[src/rtl/sos_seq_if.sv]
// sos_seq_if: request, generator handshake and status bundle for the SOS sequencer
// Fields: trig/rep_cnt/stop are requests; s_/o_ start, done and pin form the generator handshakes;
// pin_out/busy/done_sig/err are status. master = sequencer side, slave = the environment around it.
interface sos_seq_if;
    logic       trig;
    logic [3:0] rep_cnt;
    logic       stop;
    logic       s_done_sig;
    logic       o_done_sig;
    logic       s_pin_in;
    logic       o_pin_in;
    logic       s_start_sig;
    logic       o_start_sig;
    logic       pin_out;
    logic       busy;
    logic       done_sig;
    logic       err;
    modport master (
        input  trig, rep_cnt, stop, s_done_sig, o_done_sig, s_pin_in, o_pin_in,
        output s_start_sig, o_start_sig, pin_out, busy, done_sig, err
    );
    modport slave (
        output trig, rep_cnt, stop, s_done_sig, o_done_sig, s_pin_in, o_pin_in,
        input  s_start_sig, o_start_sig, pin_out, busy, done_sig, err
    );
endinterface

[src/rtl/sos_seq_ctrl.sv]
// sos_seq_ctrl: S-O-S Morse sequencer with timed gaps, word repeat, generator timeout and buzzer mux
// Ports: CLK clock; RST synchronous active-high reset; bus (master) carries trig/rep_cnt/stop,
// the S and O generator start/done/pin handshakes and the pin_out/busy/done_sig/err status.
module sos_seq_ctrl #(
    parameter logic [15:0] T1MS          = 16'd49_999,
    parameter logic [9:0]  LETTER_GAP_MS = 10'd150,
    parameter logic [9:0]  WORD_GAP_MS   = 10'd700,
    parameter logic [11:0] TIMEOUT_MS    = 12'd3000
) (
    input logic       CLK,
    input logic       RST,
    sos_seq_if.master bus
);
    localparam logic [3:0] IDLE = 4'd0;
    localparam logic [3:0] S1   = 4'd1;
    localparam logic [3:0] GAP1 = 4'd2;
    localparam logic [3:0] O_L  = 4'd3;
    localparam logic [3:0] GAP2 = 4'd4;
    localparam logic [3:0] S2   = 4'd5;
    localparam logic [3:0] WGAP = 4'd6;
    localparam logic [3:0] FIN  = 4'd7;
    localparam logic [3:0] ERR  = 4'd8;
    logic [3:0]  state, nxt;
    logic [15:0] tcnt;
    logic [11:0] ms;
    logic [11:0] gap_tgt;
    logic [3:0]  remaining;
    logic        stop_pend, pin_q, err_q;
    logic        waiting, gapping, timed, tick, gap_end, tmo, accept;
    assign waiting = state == S1 || state == O_L || state == S2;
    assign gapping = state == GAP1 || state == GAP2 || state == WGAP;
    assign timed   = waiting || gapping;
    assign tick    = tcnt == T1MS;
    assign gap_tgt = {2'b00, state == WGAP ? WORD_GAP_MS : LETTER_GAP_MS};
    // Leave on the tick that brings ms up to its target, so a gap spans exactly target ms of cycles
    assign gap_end = tick && ms + 12'd1 == gap_tgt;
    assign tmo     = tick && ms + 12'd1 == TIMEOUT_MS;
    assign accept  = state == IDLE && bus.trig;
    // done is tested before tmo so a done arriving with the timeout still advances the word
    always_comb begin
        nxt = state;
        case (state)
            IDLE:    nxt = bus.trig ? S1 : IDLE;
            S1:      nxt = bus.s_done_sig ? GAP1 : tmo ? ERR : S1;
            GAP1:    nxt = gap_end ? O_L : GAP1;
            O_L:     nxt = bus.o_done_sig ? GAP2 : tmo ? ERR : O_L;
            GAP2:    nxt = gap_end ? S2 : GAP2;
            S2:      nxt = bus.s_done_sig ? WGAP : tmo ? ERR : S2;
            WGAP:    nxt = !gap_end ? WGAP : (stop_pend || remaining == 4'd1) ? FIN : S1;
            default: nxt = IDLE;
        endcase
    end
    always_ff @(posedge CLK) begin
        if (RST) begin
            state     <= IDLE;
            tcnt      <= 16'd0;
            ms        <= 12'd0;
            remaining <= 4'd0;
            stop_pend <= 1'b0;
            pin_q     <= 1'b1;
            err_q     <= 1'b0;
        end else begin
            state     <= nxt;
            tcnt      <= (nxt != state || !timed || tick) ? 16'd0 : tcnt + 16'd1;
            ms        <= (nxt != state || !timed) ? 12'd0 : ms + {11'd0, tick};
            remaining <= accept ? bus.rep_cnt :
                         (state == WGAP && nxt == S1 && remaining != 4'd0) ? remaining - 4'd1 : remaining;
            stop_pend <= accept ? 1'b0 : (bus.stop && state != IDLE) ? 1'b1 : stop_pend;
            err_q     <= accept ? 1'b0 : nxt == ERR ? 1'b1 : err_q;
            pin_q     <= (state == S1 || state == S2) ? bus.s_pin_in : state == O_L ? bus.o_pin_in : 1'b1;
        end
    end
    assign bus.s_start_sig = state == S1 || state == S2;
    assign bus.o_start_sig = state == O_L;
    assign bus.pin_out     = pin_q;
    assign bus.busy        = state != IDLE;
    assign bus.done_sig    = state == FIN || state == ERR;
    assign bus.err         = err_q;
endmodule

[src/flat_wrapper.sv]
// flat-port wrapper written by rule: the top's interface ports become plain ports
module sos_seq_ctrl_flat 
#(
    parameter logic [15:0] T1MS          = 16'd49_999,
    parameter logic [9:0]  LETTER_GAP_MS = 10'd150,
    parameter logic [9:0]  WORD_GAP_MS   = 10'd700,
    parameter logic [11:0] TIMEOUT_MS    = 12'd3000
)
  (CLK, RST, bus_trig, bus_rep_cnt, bus_stop, bus_s_done_sig, bus_o_done_sig, bus_s_pin_in, bus_o_pin_in, bus_s_start_sig, bus_o_start_sig, bus_pin_out, bus_busy, bus_done_sig, bus_err);
  sos_seq_if bus_i ();
  input logic CLK;
  input logic RST;
  input wire logic [$bits(bus_i.trig)-1:0] bus_trig;
  input wire logic [$bits(bus_i.rep_cnt)-1:0] bus_rep_cnt;
  input wire logic [$bits(bus_i.stop)-1:0] bus_stop;
  input wire logic [$bits(bus_i.s_done_sig)-1:0] bus_s_done_sig;
  input wire logic [$bits(bus_i.o_done_sig)-1:0] bus_o_done_sig;
  input wire logic [$bits(bus_i.s_pin_in)-1:0] bus_s_pin_in;
  input wire logic [$bits(bus_i.o_pin_in)-1:0] bus_o_pin_in;
  output wire logic [$bits(bus_i.s_start_sig)-1:0] bus_s_start_sig;
  output wire logic [$bits(bus_i.o_start_sig)-1:0] bus_o_start_sig;
  output wire logic [$bits(bus_i.pin_out)-1:0] bus_pin_out;
  output wire logic [$bits(bus_i.busy)-1:0] bus_busy;
  output wire logic [$bits(bus_i.done_sig)-1:0] bus_done_sig;
  output wire logic [$bits(bus_i.err)-1:0] bus_err;
  assign bus_i.trig = bus_trig;
  assign bus_i.rep_cnt = bus_rep_cnt;
  assign bus_i.stop = bus_stop;
  assign bus_i.s_done_sig = bus_s_done_sig;
  assign bus_i.o_done_sig = bus_o_done_sig;
  assign bus_i.s_pin_in = bus_s_pin_in;
  assign bus_i.o_pin_in = bus_o_pin_in;
  assign bus_s_start_sig = bus_i.s_start_sig;
  assign bus_o_start_sig = bus_i.o_start_sig;
  assign bus_pin_out = bus_i.pin_out;
  assign bus_busy = bus_i.busy;
  assign bus_done_sig = bus_i.done_sig;
  assign bus_err = bus_i.err;
  sos_seq_ctrl #(.T1MS(T1MS), .LETTER_GAP_MS(LETTER_GAP_MS), .WORD_GAP_MS(WORD_GAP_MS), .TIMEOUT_MS(TIMEOUT_MS)) u_core (.CLK(CLK), .RST(RST), .bus(bus_i));
endmodule
[config.mk]
export PLATFORM = sky130hd
export DESIGN_NAME = sos_seq_ctrl_flat
export DESIGN_NICKNAME = d
export VERILOG_FILES = /design/src/rtl/sos_seq_if.sv /design/src/rtl/sos_seq_ctrl.sv /design/src/flat_wrapper.sv
export SDC_FILE = /design/constraint.sdc
export NUM_CORES = 1
export LEC_CHECK = 0
export ABC_AREA = 1
export BUFFER_PORTS_ARGS = -buffer_cell sky130_fd_sc_hd__clkbuf_2
export CORE_MARGIN = 5
export CORE_UTILIZATION = 50
export CTS_BUF_LIST = sky130_fd_sc_hd__clkbuf_16
export DETAILED_ROUTE_END_ITERATION = 8
export PLACE_DENSITY = 0.78
export SETUP_SLACK_MARGIN = 0.4
export SYNTH_ARGS = -nofsm -noshare
export SYNTH_HDL_FRONTEND = slang
export SYNTH_SLANG_ARGS = --single-unit
[constraint.sdc]
create_clock -name CLK -period 5.7 [get_ports CLK]
set_input_delay 1.425 -clock CLK [delete_from_list [all_inputs] [get_ports CLK]]
set_output_delay 1.425 -clock CLK [all_outputs]
set_load 0.02 [all_outputs]
---- Word-level counts from Yosys, hierarchy flattened ----
Index checks and enable logic that the tools add are counted.
word-level totals
  word-level logic and storage cells ...... 67
  output and inout port bits .............. 6
  register bits ........................... 39
  bits of input ports ..................... 12
cells by class
  reduce and logical (&&, ||, !) cells .... 24
  add/subtract/negate cells ............... 4
  mux-type cells .......................... 17
  equality and inequality tests ........... 15
operators by type and width
  cell                                                                 count
  4-bit two-way mux                                                    9
  4-bit one-hot mux with 7 select lines                                1
  16-bit by 1-bit adder with 16-bit output (second input constant)     1
  16-bit == test (second input constant)                               1
  4-bit by 3-bit == test with 1-bit output (second input constant)     4
  12-bit by 1-bit adder with 12-bit output                             1
  12-bit by 1-bit adder with 12-bit output (second input constant)     1
  12-bit by 10-bit == test with 1-bit output                           1
  12-bit == test (second input constant)                               1
  4-bit by 1-bit == test with 1-bit output (second input constant)     3
  1-bit logical OR                                                     10
  10-bit two-way mux                                                   1
  4-bit by 2-bit == test with 1-bit output (second input constant)     2
  4-bit == test (second input constant)                                2
  4-bit nonzero test                                                   2
  1-bit logical AND                                                    6
  2-bit OR reduction                                                   3
  1-bit two-way mux                                                    5
  4-bit logical NOT                                                    1
  4-bit != test                                                        1
  4-bit by 1-bit subtractor with 4-bit output (second input constant)  1
  3-bit two-way mux                                                    1
  2-bit nonzero test                                                   1
  1-bit logical NOT                                                    1

---- Depth between registers and ports, before layout ----
Gate-level depths: netlist of the first run.
  word-level depth ........................ 11
  mapped depth ............................ 16
  mapped depth without buffers ............ 16

---- Worst setup path before layout of the first run ----
No wires, ideal clock.
  kind .................................... input port to flip-flop
  start ................................... input port RST
  end ..................................... register u_core.tcnt[5]
  slack ................................... 3207 ps
  stages .................................. 7
  data required time ...................... 5636 ps
  data arrival time ....................... 2429 ps
  cell sequence ........................... buf_1 -> a211oi_1 -> nand2_1 -> nor2_1 -> nand4_2 -> buf_6 -> nor2_1
between the ends
  cells in the longest elaborated chain, start to end .. 1
ends and longest elaborated chain
  element                       RTL line            source
  start: declaration            flat_wrapper.sv:12  input logic RST;
  2-bit OR reduction (no line)  --
  end signal: assignment        sos_seq_ctrl.sv:64  tcnt <= (nxt != state || !timed || tick) ? 16'd0 : tcnt + 16'd1;
  end: declaration              sos_seq_ctrl.sv:24  logic [15:0] tcnt;
Every way passes these cells.
A chain may end at the register's enable or synchronous reset.

---- Worst setup path after layout of the first run ----
  start ................................... register u_core.state[2]
  end ..................................... output port bus_o_start_sig
between the ends
  cells in the longest elaborated chain, start to end .. 1
ends and longest elaborated chain
  element                                   RTL line            source
  start: declaration                        sos_seq_ctrl.sv:23  logic [3:0] state, nxt;
  start signal: assignment                  sos_seq_ctrl.sv:63  state <= nxt;
  4-bit by 2-bit == test with 1-bit output  sos_seq_ctrl.sv:74  assign bus.o_start_sig = state == O_L;
  end: declaration                          flat_wrapper.sv:21  output wire logic [$bits(bus_i.o_start_sig)-1:0] bus_o_start_sig;
Every way passes these cells.

==> results.md, run 1 <==
- Sequential share of power: ~43%
- CP required: about 4.3 ns
- Initial DRC count: between 150 and 200
- Final hold vios: 0
- CP Buf/Inv Count: 2
- Router iterations before antenna repair: 4
- Post-synth ARST share: 0%
- Seq/Total Area, Yosys: between 30% and 40%
- Sink Count: 39
- Sw Ratio: a little under a quarter
- IO Port Bufs: 17
- Slew HR: roughly 66%
- Number of synthesized flops with an enable pin: 0
- Postcts setup bufs: 0
- Post-synthesis cell type count: 28
- Startpoint Class: flip-flop
- DPL Wire Length: 4190 um
- Dominant cell type by area after synthesis: dfxtp_1
- Hold_buf cts: 0
- Pre-CTS setup slack: ~2.9 ns
- Post-synth net total: 399
- Rows: 25
- CP Depth: 4
- Min-Delay Path Depth: 1
- Mapped Area: around 2500 um2
- Root Buffer: clkbuf_16
- Final WL: approximately 5300 um
- Initial Util: approximately 52%
- # setup viols final: 0
- Setup WS post-layout: between 2 and 3 ns
- CP arrival: ~1.3 ns
- Dominant synthesized flop cell: dfxtp_1
- Wire per inst: around 11 um
- Clock latency on the worst-skew pair: 0.28 ns
- Resized Gates After CTS: 0
- CP cell instances: nor2_1 -> inv_1 -> nor2_1 -> clkbuf_2
- Yosys top cell area share: between 30% and 40%
- Hold crit path type: flip-flop to flip-flop
- Cell family with most CP delay: simple AND/OR/NAND/NOR gates
- Fillers: between 400 and 500
- Global-route wire length before repair: ~9500 um
- DR DRC count: 0
- Sequential cell area: between 700 and 800 um2
- ANT nets after route: 0
- Syn Inst Count: about 380
- Psw: 158 uW
- Setup Skew: slightly below 0.003 ns
- Power Density: 240 nW/um2
- Comb pwr share: a little under a tenth
- Most frequent cells in the layout: 86 x nand2_1, 71 x nor2_1, 55 x inv_1
- Max Cap Viol: 0
- Synth top area cells: dfxtp_1 32%, nand2_1 13%, nor2_1 11%, inv_1 8.4%, nand3_1 6.9%
- Vias in the first global route: 2241
- Die H: approximately 80 um
- Clock transition at path regs: 0.06 ns
- CP dominant cell by count: nor2_1
- Largest net degree at the start of global routing: 17
- Syn Area/Cell: 6.52 um2
- Clock buffer count from CTS: 5
- Crit-path max FO: 4
- Status: finished clean
- Share of layout cells above drive strength 1: between 10% and 20%
- Most common cell after layout, fill and taps aside: nand2_1
- Crit Path Class: flip-flop to output port
- Layout area overhead: 12.1%
- #FFs+latches synth: 39
- Die area: between 6000 and 7000 um2
- Core area: 4750 um2
- Slew Limit Fails: 0
- Ys Warns: 0
- Final net count: 419
- TritonCTS clock tree: done
- Clock buffer depth: 2
- TNS Setup: 0 ns
- Die X-Extent: ~80 um
- Ant. Diodes: 0
- Clock power share: between 40% and 50%
- FF-to-FF path depth: 12
- Period utilization: about half
- Vias: between 2000 and 2500
- Htree depth: 2
- Fin crit period: 2.74 ns
- Grt total ovfl: 0
- Internal Pwr Total: 508 uW
- Routability cong.: roughly 0.95
- RSZ-0062 raised after global routing: false
- Number of antenna violations at the first check in global routing: 0
- Gr usage total: a little under a fifth
- Fmax: about 0.37 GHz
- Slowest stage delay, CP: about 0.35 ns
- Leakage: around 1.1 nW
- CP Capture Type: output port
- Num ports: 18
- VDD IR max: 0.000148 V
- Area of the multi-input gates: 1450 um2
- Via/cell ratio: 4.94
- Tightest Pin Transition: 0.503 ns
- Max stage delay cell, worst path: dfxtp_1
-- flip-flops by register name, indices dropped and copies added (netlist names) --
register	flops
u_core.ms	12
u_core.remaining	4
u_core.stop_pend	1
u_core.state	4
u_core.tcnt	16
u_core.bus.pin_out	1
u_core.bus.err	1
-- layout make-up --
type / count / area share (%)
multi-input combinational: 281 / 52.2
clock inverter: 3 / 1.58
inverter: 55 / 7.45
sequential: 39 / 28.2
tap: 67 / 3.02
clock buffer: 5 / 4.51
timing repair buffer: 17 / 3.07
-- stage by stage --
step	area (um2)	instances	hold slack, ns	util [%]	power [mW]
2_1_floorplan	2470	379	0.418	-	0.338
3_3_place_gp	2600	459	0.431	54.8	0.353
3_5_place_dp	2600	459	0.435	54.8	0.355
4_1_cts	2770	467	0.449	58.3	0.673
5_1_grt	2770	467	0.473	58.3	0.696
6_report	2770	467	0.445	58.3	0.666
-- cell families after synthesis --
logic type                 after synthesis  synth area share [%]
AOI/OAI and AO/OA                       28                  6.73
xor gates and xnor gates                22                  7.79
adders and majority gates                8                  4.05
buffers and inverters                   59                  9.87
DFF                                     39                  31.6
and+or+nand+nor                        223                  40.0
-- power groups by stage --
stage          sequential (mW)  clock (mW)  combinational [mW]
2_1_floorplan            0.291           0              0.0471
3_3_place_gp             0.292           0              0.0607
3_5_place_dp             0.292           0              0.0623
4_1_cts                  0.286       0.324              0.0625
5_1_grt                  0.288       0.337              0.0710
6_report                 0.287       0.317              0.0623
-- path summary, 6_finish.rpt --
check                             startpoint                        end  slack [ns]
setup / recovery  u_core.state[2]$_SDFF_PP0_            bus_o_start_sig        2.96
hold / removal     u_core.tcnt[0]$_SDFF_PP0_  u_core.tcnt[0]$_SDFF_PP0_        0.45
setup reg to reg     u_core.ms[1]$_SDFF_PP0_    u_core.ms[8]$_SDFF_PP0_        3.12
hold reg to reg    u_core.tcnt[0]$_SDFF_PP0_  u_core.tcnt[0]$_SDFF_PP0_        0.45
-- cell usage after synthesis, types with 3 or more instances --
cell type,n
a21oi_1,10
a31oi_1,3
buf_6,3
dfxtp_1,39
ha_1,8
inv_1,55
nand2_1,86
nand2_2,5
nand3_1,34
nand3_2,3
nand4_1,7
nor2_1,71
nor2_2,4
nor2_4,3
nor3_1,4
o21ai_0,6
o22ai_1,3
xnor2_1,7
xor2_1,15
-- routing by layer --
metal | track usage, % | share of wire (%) | vias up
met1 | 24.0 | 49 | 1018
li1 | - | - | 1242
met4 | 6.42 | 1.2 | 0
met2 | 30.6 | 46 | 41
met5 | 0 | 0 | -
met3 | 3.14 | 4.1 | 8
Note: power is estimated with default switching activity, not from simulation.
==> run 2, diff against run 1 <==
==> constraint.sdc (replaced) <==
create_clock -name CLK -period 2.6 [get_ports CLK]
set_input_delay 0.65 -clock CLK [delete_from_list [all_inputs] [get_ports CLK]]
set_output_delay 0.65 -clock CLK [all_outputs]
set_load 0.02 [all_outputs]
==> run 2 against run 1 <==
  * Utilization increased by 7.7 points
  * Register-to-register slack lost 2.7 ns
  * Worst setup slack lost 2.6 ns
  * Largest power group unchanged
==> results.md, run 2 (synthesis gave the netlist of run 1 again) <==
- Clock latency on the worst-skew pair: 0.29 ns (about the same)
- Grt total ovfl: 0 (unchanged)
- TritonCTS clock tree: done
- Fmax: about 0.45 GHz
- Slew HR: 74.0% (+7.6 points)
- Hold_buf cts: 0 (unchanged)
- Gr usage total: 19.5% (+1.1 points)
- Htree depth: 2 (unchanged)
- Most frequent cells in the layout: 80 x nand2_1, 61 x nor2_1, 53 x inv_1
- Initial DRC count: 238 (+55%)
- Ant. Diodes: 0 (unchanged)
- Global route hottest layer: met2
- CP cell instances: ha_4 -> nand2_1 -> nor2_4 -> nand3_1 -> nand2_2 -> nand3_1 -> nor2_2 -> nand3_4 -> a21oi_4 -> nand3_4 -> nand4_4 -> clkbuf_16 -> nor2_1
- Slowest stage delay, CP: 0.39 ns (+0.04 ns)
- Crit Path Class: flip-flop to flip-flop
- Crit-path max FO: 8 (+4)
- Initial Util: 52.0% (unchanged)
- Clock transition at path regs: 0.06 ns (about the same)
- Hold WS: 0.410 ns (-0.0357 ns)
- Final WL: 6300 um (+19%)
- Internal Pwr Total: 1.13 mW (+120%)
- Core area: 4750 um2 (unchanged)
- Clock buffer depth: 2 (unchanged)
- Cell family with most CP delay: simple AND/OR/NAND/NOR gates
- CP required: 2.78 ns (-1.50 ns)
- Slew Limit Fails: 0 (unchanged)
- Die area: 6450 um2 (unchanged)
- Sw Ratio: 24.9% (+1.2 points)
- Via/cell ratio: 5.27 (+6.6%)
- Comb pwr share: 11.1% (+1.8 points)
- Final hold vios: 0 (unchanged)
- Max stage delay cell, worst path: dfxtp_4
- Layout area overhead: 27.0%
- ANT nets after route: 0 (unchanged)
- FF-to-FF path depth: 13 (+1)
- Final net count: 436 (+4.1%)
- CP arrival: 2.39 ns (+1.08 ns)
- CP Depth: 13 (+9)
- Die H: 80.3 um (unchanged)
- Fillers: 399 (-17%)
- Max Cap Viol: 0 (unchanged)
- Most common cell after layout, fill and taps aside: nand2_1
- Share of layout cells above drive strength 1: 23.7% (+12 points)
- Die X-Extent: 80.3 um (unchanged)
- DR DRC count: 0 (unchanged)
- Startpoint Class: flip-flop
- R2R Path Start: u_core.ms[1]$_SDFF_PP0_
- Wire per inst: 13.0 um (+14%)
- Worst setup path start: u_core.ms[1]$_SDFF_PP0_
- Root Buffer: clkbuf_16
- Number of antenna violations at the first check in global routing: 0 (unchanged)
- Min-Delay Path Depth: 1 (unchanged)
- Rows: 25 (unchanged)
- Regs by FF count: u_core.tcnt (16), u_core.ms (12)
- Psw: 375 uW (+140%)
- CP Buf/Inv Count: 1 (-1)
- GRT met1 Usage: 23.5% (-0.52 points)
- Vias: 2551 (+10%)
- Period utilization: 85.2%
- Total chip power: 1.51 mW (+130%)
- VDD IR max: 0.000398 V (+170%)
- Router iterations before antenna repair: 5 (+1)
- RSZ-0062 raised after global routing: true
- Power Density: 480 nW/um2 (+100%)
- Num ports: 18 (unchanged)
- Vias in the first global route: 2428 (+8.3%)
- TNS Setup: 0 ns (unchanged)
- Clock buffer count from CTS: 5 (unchanged)
- Finished Core Util: 66.1% (+7.7 points)
- Sequential share of power: 41.5% (-1.5 points)
- Met2 GRT Util: 34.3% (+3.6 points)
- Fin crit period: 2.21 ns
- Largest net degree at the start of global routing: 17 (unchanged)
- Hold crit path type: flip-flop to flip-flop
- Global-route wire length before repair: 10100 um (+5.7%)
- IO Port Bufs: 17 (unchanged)
- Leakage: 1.18 nW (+8.9%)
- # setup viols final: 0 (unchanged)
- Hold Startpoint: u_core.tcnt[0]$_SDFF_PP0_
- Routability cong.: 0.935 (-1.6%)
- Tightest Pin Transition: 0.389 ns (-0.114 ns)
- Status: finished clean
- Setup Skew: 0.00495 ns (+0.00196 ns)
- DPL Wire Length: 4120 um (-1.5%)
- Met3 layer usage reported by global route: 5.16% (+2.0 points)
- Max reg flops: 16 (unchanged)
- Biggest register: u_core.tcnt
- Clock power share: 47.4% (-0.2 points)
- CP Capture Type: flip-flop
- Sink Count: 39 (unchanged)
[run 2: cell count changes in the layout (fill, tap and decap cells not counted), moves of 3 or more]
cell / change
buf_4: +15
dfxtp_1: -10
ha_4: +3
nor2_2: +6
nor2_4: +4
dfxtp_2: +6
nand2_2: +6
ha_1: -4
nand2_1: -6
dfxtp_4: +4
nand3_1: -4
nor2_1: -10
nand3_4: +5
[run 2: what timing repair did]
action,CTS,global route
pin swaps,2,13
resized for setup,10,48
endpoints found under the setup margin,32,32
setup buffers,0,14
cloned,0,1
[run 2: power by group through the flow]
stage	combinational [mW]	sequential (mW)	clock, mW
after floorplan	0.103	0.638	0
after global placement	0.136	0.640	0
after detailed placement	0.139	0.641	0
after CTS	0.142	0.627	0.723
after global routing	0.185	0.626	0.756
final	0.168	0.625	0.714
[run 2: stage by stage]
step / worst slack [ns] / instance area, um2 / instances
2_1_floorplan: 0.583 / 2470 / 379
3_3_place_gp: 0.284 / 2620 / 461
3_5_place_dp: 0.154 / 2620 / 461
4_1_cts: 0.405 / 2820 / 469
5_1_grt: 0.269 / 3140 / 484
6_report: 0.385 / 3140 / 484
[run 2: area by class of cell]
type / instances / area [um2] / share of cell area (%)
clock buffer: 5 / 125 / 3.98
tap: 67 / 83.8 / 2.67
clock inverter: 3 / 47.5 / 1.51
timing repair buffer: 34 / 238 / 7.57
sequential: 39 / 803 / 25.6
multi-input combinational: 281 / 1640 / 52.1
inverter: 55 / 206 / 6.57
[run 2: per-layer routing]
metal	part of all wire (%)	routed length (um)
met1	42	2630
met2	50	3160
met3	6.5	411
met4	1.6	99
met5	0	0
[run 2: worst register-to-register path, delay by kind of cell (launching register included)]
| family | cells | cell delay, ns |
|---|---|---|
| compound gates | 1 | 0.25 |
| buf+inv | 1 | 0.17 |
| fa+ha+maj | 1 | 0.16 |
| simple gates | 10 | 1.16 |
| flops | 1 | 0.39 |
[run 2: path summary, 6_finish.rpt]
check | to | slack [ns]
worst max register to register | u_core.tcnt[13]$_SDFF_PP0_ | 0.39
worst min-delay path | u_core.tcnt[0]$_SDFF_PP0_ | 0.41
worst min register to register | u_core.tcnt[0]$_SDFF_PP0_ | 0.41
worst max-delay path | u_core.tcnt[13]$_SDFF_PP0_ | 0.39
